==> config.mk <==
export PLATFORM = sky130hd
export DESIGN_NAME = vissue_seq
export DESIGN_NICKNAME = d
export VERILOG_FILES = /design/src/rtl/vec_pkg.sv /design/src/rtl/vcmd_fifo.sv /design/src/rtl/vissue_seq.sv
export SDC_FILE = /design/constraint.sdc
export NUM_CORES = 2
export LEC_CHECK = 0
export ABC_AREA = 1
export CORE_MARGIN = 1.5
export CORE_UTILIZATION = 41
export DETAILED_ROUTE_END_ITERATION = 6
export SLEW_MARGIN = 20
export SYNTH_ARGS = -nofsm -noshare
export SYNTH_HDL_FRONTEND = slang
export SYNTH_HIERARCHICAL = 1
export SYNTH_SLANG_ARGS = --single-unit
==> constraint.sdc <==
create_clock -name clk -period 9.4 [get_ports clk]
set_input_delay 1.88 -clock clk [delete_from_list [all_inputs] [get_ports clk]]
set_output_delay 1.88 -clock clk [all_outputs]
set_load 0.05 [all_outputs]
==> src/rtl/vec_pkg.sv <==
// Shared vector-datapath constants: op/SEW codes, register-file geometry,
// issue FSM states and the packed command record carried by the queue.
package vec_pkg;

    localparam int VLEN   = 64;
    localparam int VNREG  = 8;
    localparam int RIDX_W = $clog2(VNREG);

    typedef enum logic [1:0] {
        OP_VADD = 2'b00,
        OP_VSUB = 2'b01,
        OP_VMUL = 2'b10,
        OP_VMAC = 2'b11
    } vop_e;

    typedef enum logic [1:0] {
        SEW_8   = 2'b00,
        SEW_16  = 2'b01,
        SEW_32  = 2'b10,
        SEW_ILL = 2'b11
    } vsew_e;

    typedef enum logic [1:0] {
        IDLE  = 2'b00,
        ISSUE = 2'b01,
        WAIT  = 2'b10
    } state_e;

    typedef struct packed {
        vop_e              op;
        vsew_e             sew;
        logic [RIDX_W-1:0] vd;
        logic [RIDX_W-1:0] vs1;
        logic [RIDX_W-1:0] vs2;
    } cmd_t;

    localparam int CMD_W = $bits(cmd_t);

endpackage

==> src/rtl/vcmd_fifo.sv <==
// Generic synchronous FIFO with registered storage and full/empty flags.
// Latency: pushed word is visible at the head one cycle after the push edge.
// Backpressure: pushes while full and pops while empty are ignored.
module vcmd_fifo #(
    parameter int WIDTH = 13,
    parameter int DEPTH = 4
) (
    input  logic             clk,
    input  logic             rst_n,
    input  logic             push_vld,
    input  logic [WIDTH-1:0] push_dat,
    input  logic             pop_rdy,
    output logic [WIDTH-1:0] pop_dat,
    output logic             full,
    output logic             empty
);

    localparam int AW = $clog2(DEPTH);

    logic [WIDTH-1:0] mem [DEPTH];
    logic [AW:0]      wr_ptr;
    logic [AW:0]      rd_ptr;
    logic             do_push;
    logic             do_pop;

    // Extra pointer MSB distinguishes full from empty when the indices match.
    assign empty   = (wr_ptr == rd_ptr);
    assign full    = (wr_ptr[AW] != rd_ptr[AW]) && (wr_ptr[AW-1:0] == rd_ptr[AW-1:0]);
    assign do_push = push_vld && !full;
    assign do_pop  = pop_rdy && !empty;
    assign pop_dat = mem[rd_ptr[AW-1:0]];

    always_ff @(posedge clk) begin
        if (!rst_n) begin
            wr_ptr <= '0;
            rd_ptr <= '0;
        end else begin
            if (do_push) wr_ptr <= wr_ptr + 1'b1;
            if (do_pop)  rd_ptr <= rd_ptr + 1'b1;
        end
    end

    always_ff @(posedge clk) begin
        if (do_push) mem[wr_ptr[AW-1:0]] <= push_dat;
    end

endmodule

==> src/rtl/vissue_seq.sv <==
// Vector issue stage: queues commands, reads operands, drives the ALU, writes back.
// Latency: push edge N -> alu_valid_in in cycle N+2 -> writeback at N+3+ALU latency.
// Backpressure: cmd_ready drops when the command queue is full; one command in flight.
module vissue_seq
    import vec_pkg::*;
#(
    parameter int CQ_DEPTH = 4,
    parameter int NREG     = VNREG,
    parameter int TIMEOUT  = 15
) (
    input  logic                    clk,
    input  logic                    rst_n,
    input  logic                    cmd_valid,
    output logic                    cmd_ready,
    input  logic [1:0]              cmd_op,
    input  logic [1:0]              cmd_sew,
    input  logic [$clog2(NREG)-1:0] cmd_vd,
    input  logic [$clog2(NREG)-1:0] cmd_vs1,
    input  logic [$clog2(NREG)-1:0] cmd_vs2,
    input  logic                    rf_we,
    input  logic [$clog2(NREG)-1:0] rf_waddr,
    input  logic [VLEN-1:0]         rf_wdata,
    input  logic [$clog2(NREG)-1:0] rf_raddr,
    output logic [VLEN-1:0]         rf_rdata,
    output logic [1:0]              alu_op,
    output logic [1:0]              alu_sew,
    output logic [VLEN-1:0]         alu_vs1_data,
    output logic [VLEN-1:0]         alu_vs2_data,
    output logic                    alu_valid_in,
    input  logic                    alu_valid_out,
    input  logic [VLEN-1:0]         alu_result,
    output logic                    busy,
    output logic                    err_illegal,
    output logic                    err_timeout,
    output logic [15:0]             retired_count
);

    localparam int TW = $clog2(TIMEOUT + 1);

    state_e            state, state_n;
    cmd_t              push_cmd;
    cmd_t              head;
    logic [CMD_W-1:0]  head_dat;
    logic              cq_full;
    logic              cq_empty;

    logic [VLEN-1:0]   rf [NREG];
    vop_e              hold_op;
    vsew_e             hold_sew;
    logic [RIDX_W-1:0] hold_vd;
    logic [VLEN-1:0]   hold_a;
    logic [VLEN-1:0]   hold_b;
    logic [TW-1:0]     tmo_cnt;

    logic              pop;
    logic              latch;
    logic              ill_drop;
    logic              wb;
    logic              tmo_hit;
    logic              cnt_clr;
    logic              cnt_inc;

    assign push_cmd = '{op:  vop_e'(cmd_op),
                        sew: vsew_e'(cmd_sew),
                        vd:  RIDX_W'(cmd_vd),
                        vs1: RIDX_W'(cmd_vs1),
                        vs2: RIDX_W'(cmd_vs2)};

    vcmd_fifo #(
        .WIDTH (CMD_W),
        .DEPTH (CQ_DEPTH)
    ) u_cq (
        .clk      (clk),
        .rst_n    (rst_n),
        .push_vld (cmd_valid && cmd_ready),
        .push_dat (push_cmd),
        .pop_rdy  (pop),
        .pop_dat  (head_dat),
        .full     (cq_full),
        .empty    (cq_empty)
    );

    assign head         = cmd_t'(head_dat);
    assign cmd_ready    = !cq_full;
    assign busy         = !cq_empty || (state != IDLE);
    assign rf_rdata     = rf[rf_raddr];
    assign alu_valid_in = (state == ISSUE);
    assign alu_op       = hold_op;
    assign alu_sew      = hold_sew;
    assign alu_vs1_data = hold_a;
    assign alu_vs2_data = hold_b;

    always_comb begin
        state_n  = state;
        pop      = 1'b0;
        latch    = 1'b0;
        ill_drop = 1'b0;
        wb       = 1'b0;
        tmo_hit  = 1'b0;
        cnt_clr  = 1'b0;
        cnt_inc  = 1'b0;
        case (state)
            IDLE: begin
                if (!cq_empty) begin
                    pop = 1'b1;
                    if (head.sew == SEW_ILL) begin
                        ill_drop = 1'b1;
                    end else begin
                        latch   = 1'b1;
                        state_n = ISSUE;
                    end
                end
            end
            ISSUE: begin
                cnt_clr = 1'b1;
                state_n = WAIT;
            end
            WAIT: begin
                if (alu_valid_out) begin
                    wb      = 1'b1;
                    state_n = IDLE;
                end else begin
                    cnt_inc = 1'b1;
                    // This cycle's increment brings the counter to TIMEOUT.
                    if (tmo_cnt == TW'(TIMEOUT - 1)) begin
                        tmo_hit = 1'b1;
                        state_n = IDLE;
                    end
                end
            end
            default: state_n = IDLE;
        endcase
    end

    always_ff @(posedge clk) begin
        if (!rst_n) begin
            state         <= IDLE;
            hold_op       <= OP_VADD;
            hold_sew      <= SEW_8;
            hold_vd       <= '0;
            hold_a        <= '0;
            hold_b        <= '0;
            tmo_cnt       <= '0;
            err_illegal   <= 1'b0;
            err_timeout   <= 1'b0;
            retired_count <= '0;
            for (int i = 0; i < NREG; i++) rf[i] <= '0;
        end else begin
            state <= state_n;
            // Writeback is assigned last so it wins a same-index host write.
            if (rf_we) rf[rf_waddr] <= rf_wdata;
            if (wb) begin
                rf[hold_vd]   <= alu_result;
                retired_count <= retired_count + 16'd1;
            end
            if (latch) begin
                hold_op  <= head.op;
                hold_sew <= head.sew;
                hold_vd  <= head.vd;
                hold_a   <= rf[head.vs1];
                hold_b   <= rf[head.vs2];
            end
            if (cnt_clr)      tmo_cnt <= '0;
            else if (cnt_inc) tmo_cnt <= tmo_cnt + 1'b1;
            if (ill_drop) err_illegal <= 1'b1;
            if (tmo_hit)  err_timeout <= 1'b1;
        end
    end

endmodule

---- Yosys cells after proc, flatten, opt, wreduce, memory -nomap -nowiden ----
Memory sizes are Yosys's and may differ from the RTL's. A register that Yosys moved wholly into a read port is not among the register bits.
Cells that the tools add are included.
word-level totals
  register bits after elaboration ......... 37
  memory bits (writable) .................. 564
  input port bits ......................... 152
  output and inout bits ................... 217
  word-level logic and storage cells ...... 80
  memories kept ........................... 2
memory list
  name      words  bits a word  read ports  clocked after memory_dff  wr ports  RTL line          source
  rf        8      64           3           2                         8         vissue_seq.sv:47  logic [VLEN-1:0] rf [NREG];
  u_cq.mem  4      13           1           1                         1         vcmd_fifo.sv:20   logic [WIDTH-1:0] mem [DEPTH];
cells by class
  add/sub/neg operators ................... 4
  eq/ne operators ......................... 10
  multiplexer cells ....................... 38
  bitwise operators ....................... 1
  reductions and logical operators ........ 15
operator list
  operator                                                          count
  64-bit two-way mux                                                2
  64-bit OR reduction                                               2
  1-bit two-way mux                                                 27
  16-bit by 1-bit adder with 16-bit output (second input constant)  1
  2-bit two-way mux                                                 6
  3-bit by 1-bit adder with 3-bit output (second input constant)    2
  3-bit two-way mux                                                 2
  2-bit case mux with 3 select lines                                1
  4-bit by 1-bit adder with 4-bit output (second input constant)    1
  2-bit == test (second input constant)                             2
  4-bit == test (second input constant)                             1
  1-bit logical AND                                                 4
  1-bit logical NOT                                                 4
  2-bit != test (second input constant)                             2
  3-bit == test                                                     1
  3-bit != test (second input constant)                             1
  3-bit AND reduction                                               1
  2-bit by 1-bit == test with 1-bit output (second input constant)  1
  2-bit == test                                                     1
  2-bit logical NOT                                                 1
  2-bit nonzero test                                                1
  2-bit OR reduction                                                1
  1-bit logical OR                                                  1
  1-bit != test                                                     1
  1-bit NOT                                                         1

---- Depth between registers and ports, before layout ----
  depth in word-level cells ............... 7
  depth in mapped cells ................... 14
  depth with buffers taken out ............ 11

---- Modules after synthesis ----
Netlist, hierarchy kept.
by module, submodules not included
  module      times used  cells an instance  area each (um2)  seq. area each (um2)
  vissue_seq  1           5,646              42,286.8         18,557.8
  vcmd_fifo   1           200                2,427.3          1,721.7

---- Worst setup path before layout ----
Ideal clock, no wire load.
  kind .................................... input to output
  start ................................... input port rf_raddr[0]
  end ..................................... output port rf_rdata[48]
  arrival time ............................ 3.192 ns
  data required time ...................... 7.520 ns
  setup slack ............................. 4.328 ns
  stages .................................. 8
  buffers on the path ..................... 4
  path through ............................ buf_2 -> buf_4 -> buf_2 -> buf_2 -> a21oi_1 -> o21ai_0 -> nand3_1 -> o21a_1
on the way
  longest elaborated chain between the ends .. 1
ends and longest elaborated chain
  item                    RTL line          source
  start, declared         vissue_seq.sv:23  input logic [$clog2(NREG)-1:0] rf_raddr,
  memory read 8 x 64 bit  n/a
  end, declared           vissue_seq.sv:24  output logic [VLEN-1:0] rf_rdata,
Every way passes these cells.

---- Worst setup path in the final report ----
  start ................................... input port rf_raddr[1]
  end ..................................... output port rf_rdata[49]
The elaborated chain is that of the path after synthesis.

==> flow_summary.yaml <==
critical_path:
  crit_fanout: 81
  reg2reg_depth: 10
  crit_arrival_ns: 5.49
  crit_type: "in -> out"
  required_ns: 7.52
  startpoint_type: "primary input"
  endpoint_kind: "output port"
synth:
  synth_top_family_by_area: "simple AND/OR/NAND/NOR gates"
  synthesis.nets: 6006
  synth_seq_area_share: 0.454
  synthTopCellsByArea: "edfxtp_1 38%, nand3_1 12%, nand2_1 9.0%"
  synth_top_area_share: 0.379
  ys_seq_elements: 731
  synth_fa_ha_area_frac: 0.00224
  synth_compound_area_frac: 0.198
  ys_warn_count: 6
  synth_top_area_cell: "edfxtp_1"
  synth_simple_gate_area_frac: 0.235
  synth_mux_area_frac: 0
  syn_inst: 5846
  syn_area_per_cell_um2: 7.65
  syn_area_um2: 44700
  synth_cell_types: 36
  synth_xor_area_frac: 0.000588
clock_network:
  clockBufferDepth: 3
  cts_setup_buffers: 0
  ctsHtreeMaxLevel: 3
  clk_latency_ns: 0.71
  cts_buffers: 90
  post_cts_resize_count: 0
  cts_tree: "done"
  cts-root-buf: "clkbuf_16"
  clk_pin_slew_ns: 0.06
  cts_sinks: 731
  cts-hold-fix-buffers: 0
run_status:
  outcome: "finished clean"
timing:
  worst_hold_slack_ns: 0.454
  skew_ns: 0.0441
  fmax_mhz: 136
  setup_tns_ns: 0
  final-setup-viol-count: 0
  rsz0062_at_grt: "no"
  final.min_clock_period_ns: 7.37
  maxSlewHeadroom: 0.212
  finalMaxSlewViolations: 0
  hold_viol_final: 0
  fin_crit_sh: 0.784
  worstMarginPinSlew_ns: 1.18
routing:
  wl_um: 181000
  route.detailed.drc: 0
  wire_per_inst_um: 24.9
  drtPass1Iterations: 7
  vias: 44000
  vias_per_cell: 6.05
  drt_iter0_drc: 6000
  ant_nets: 0
global_routing:
  grt_usage: 0.315
  grt_overflow: 0
  grt_max_degree: 206
  antenna_found_initial: 11
  grt_pass1_vias: 40400
  grt_pass1_wl_um: 264000
final_layout:
  syn2layout_area_growth_pct: 14.5
  layout-drive-gt1-share: 0.0478
  final_nets: 5959
  multiInputGateArea_um2: 19800
  fillerInstances: 10300
  seq_area_um2: 20300
  fin_util: 0.476
floorplanning:
  initial_core_util: 0.415
  io_pins: 369
  core_um2: 108000
  dieArea_um2: 111000
  die_h_um: 333
  num_rows: 120
  chipWidth_um: 333
hold_path:
  min_path_type: "reg -> reg"
  min_path_cells: 1
power:
  ir_drop_mv: 0.409
  p_leak_uw: 0.0197
  power_density_nw_per_um2: 292
placed_design:
  io_buffers: 368
  gp_congestion: 0.836
  dp.final_hpwl_um: 96400
flow_run:
  maxCapViolations: 0
## synthesized netlist by cell type
cell,n
nand2_1,1075
and3b_1,1
xor2_1,2
dfxtp_1,167
nand3_1,1057
o21bai_1,1
o21ai_0,495
or2_2,15
inv_1,498
ha_1,8
clkbuf_1,188
nand2_4,1
buf_6,77
inv_2,8
a21oi_1,292
nand3b_1,1
nor2_8,1
a31oi_1,1
nor2_4,1
clkinv_1,1
o21a_1,17
o21ai_1,554
buf_4,17
buf_1,120
nor2_1,214
xnor2_1,1
o211ai_1,256
nand3_4,3
nand4_1,4
nor3_1,2
o22ai_1,13
buf_2,175
nand2_2,5
nand4_2,8
edfxtp_1,564
nor3b_1,3
## routing by layer
layer  GRT usage  wire length [um]
met5           0                73
met4       0.139              7230
met3      0.0713             21900
met2       0.486             80300
met1       0.423             71600
## cell usage in the layout (no fill, tap or decap), types with 206 or more instances in the layout
| cell type | n |
|---|---|
| o21ai_0 | 495 |
| nand3_1 | 1057 |
| a21oi_1 | 292 |
| clkdlybuf4s50_1 | 364 |
| nor2_1 | 206 |
| o211ai_1 | 256 |
| edfxtp_1 | 564 |
| o21ai_1 | 554 |
| nand2_1 | 1067 |
| inv_1 | 495 |
## logic make-up after synthesis
| group | after synthesis |
|---|---|
| buf+inv | 1084 |
| xor+xnor | 3 |
| fa+ha+maj | 8 |
| compound gates | 1629 |
| flops | 731 |
| simple gates | 2391 |
## cell type report
cell class	count	area share
sequential	731	0.396
timing repair buffer	438	0.0839
clock inverter	42	0.0112
tap	1403	0.0343
multi-input combinational	4031	0.387
inverter	507	0.0377
clock buffer	127	0.0494
antenna	6	0.000293
## path summary, 6_finish.rpt
path                                   from          endpoint  slack (ns)
worst max-delay path            rf_raddr[1]      rf_rdata[49]        2.03
worst min-delay path             tmo_cnt[3]        tmo_cnt[3]        0.45
worst max register to register     register  alu_vs2_data[63]        4.78
worst min register to register   tmo_cnt[3]        tmo_cnt[3]        0.45
## power by group
group          leakage, uW  internal (uW)  switching [uW]
sequential         0.00717           3870             222
clock              0.00151           2150            1510
combinational       0.0110           1920            5260
total               0.0197           7950            6990
## registers in the layout, summed over array words and instances (netlist names), 3 cells and up, named ones only
signal and count:
hold_vd 3, u_cq/wr_ptr 3, u_cq/rd_ptr 3, rf 512, u_cq/mem 52, alu_vs2_data 64, retired_count 16, alu_vs1_data 64
tmo_cnt 4
## worst max-delay path, stage by stage
cell and delay, ns:
buf_6 0.48, clkinv_1 1.13, a21oi_1 0.39, o21ai_0 0.13
nand3_1 0.12, o21a_1 0.35, clkdlybuf4s50_1 0.87
## stage by stage
step | power (uW) | area, um^2 | setup WS (ns) | std cells
global route | 15600 | 51200 | 1.91 | 7282
CTS | 14800 | 51200 | 2.19 | 7279
floorplan | 8870 | 44700 | 4.33 | 5846
detailed placement | 11200 | 48100 | 2.23 | 7110
global placement | 11100 | 48100 | 2.19 | 7110
finish | 14900 | 51200 | 2.03 | 7285
(Power assumes the default switching activity.)
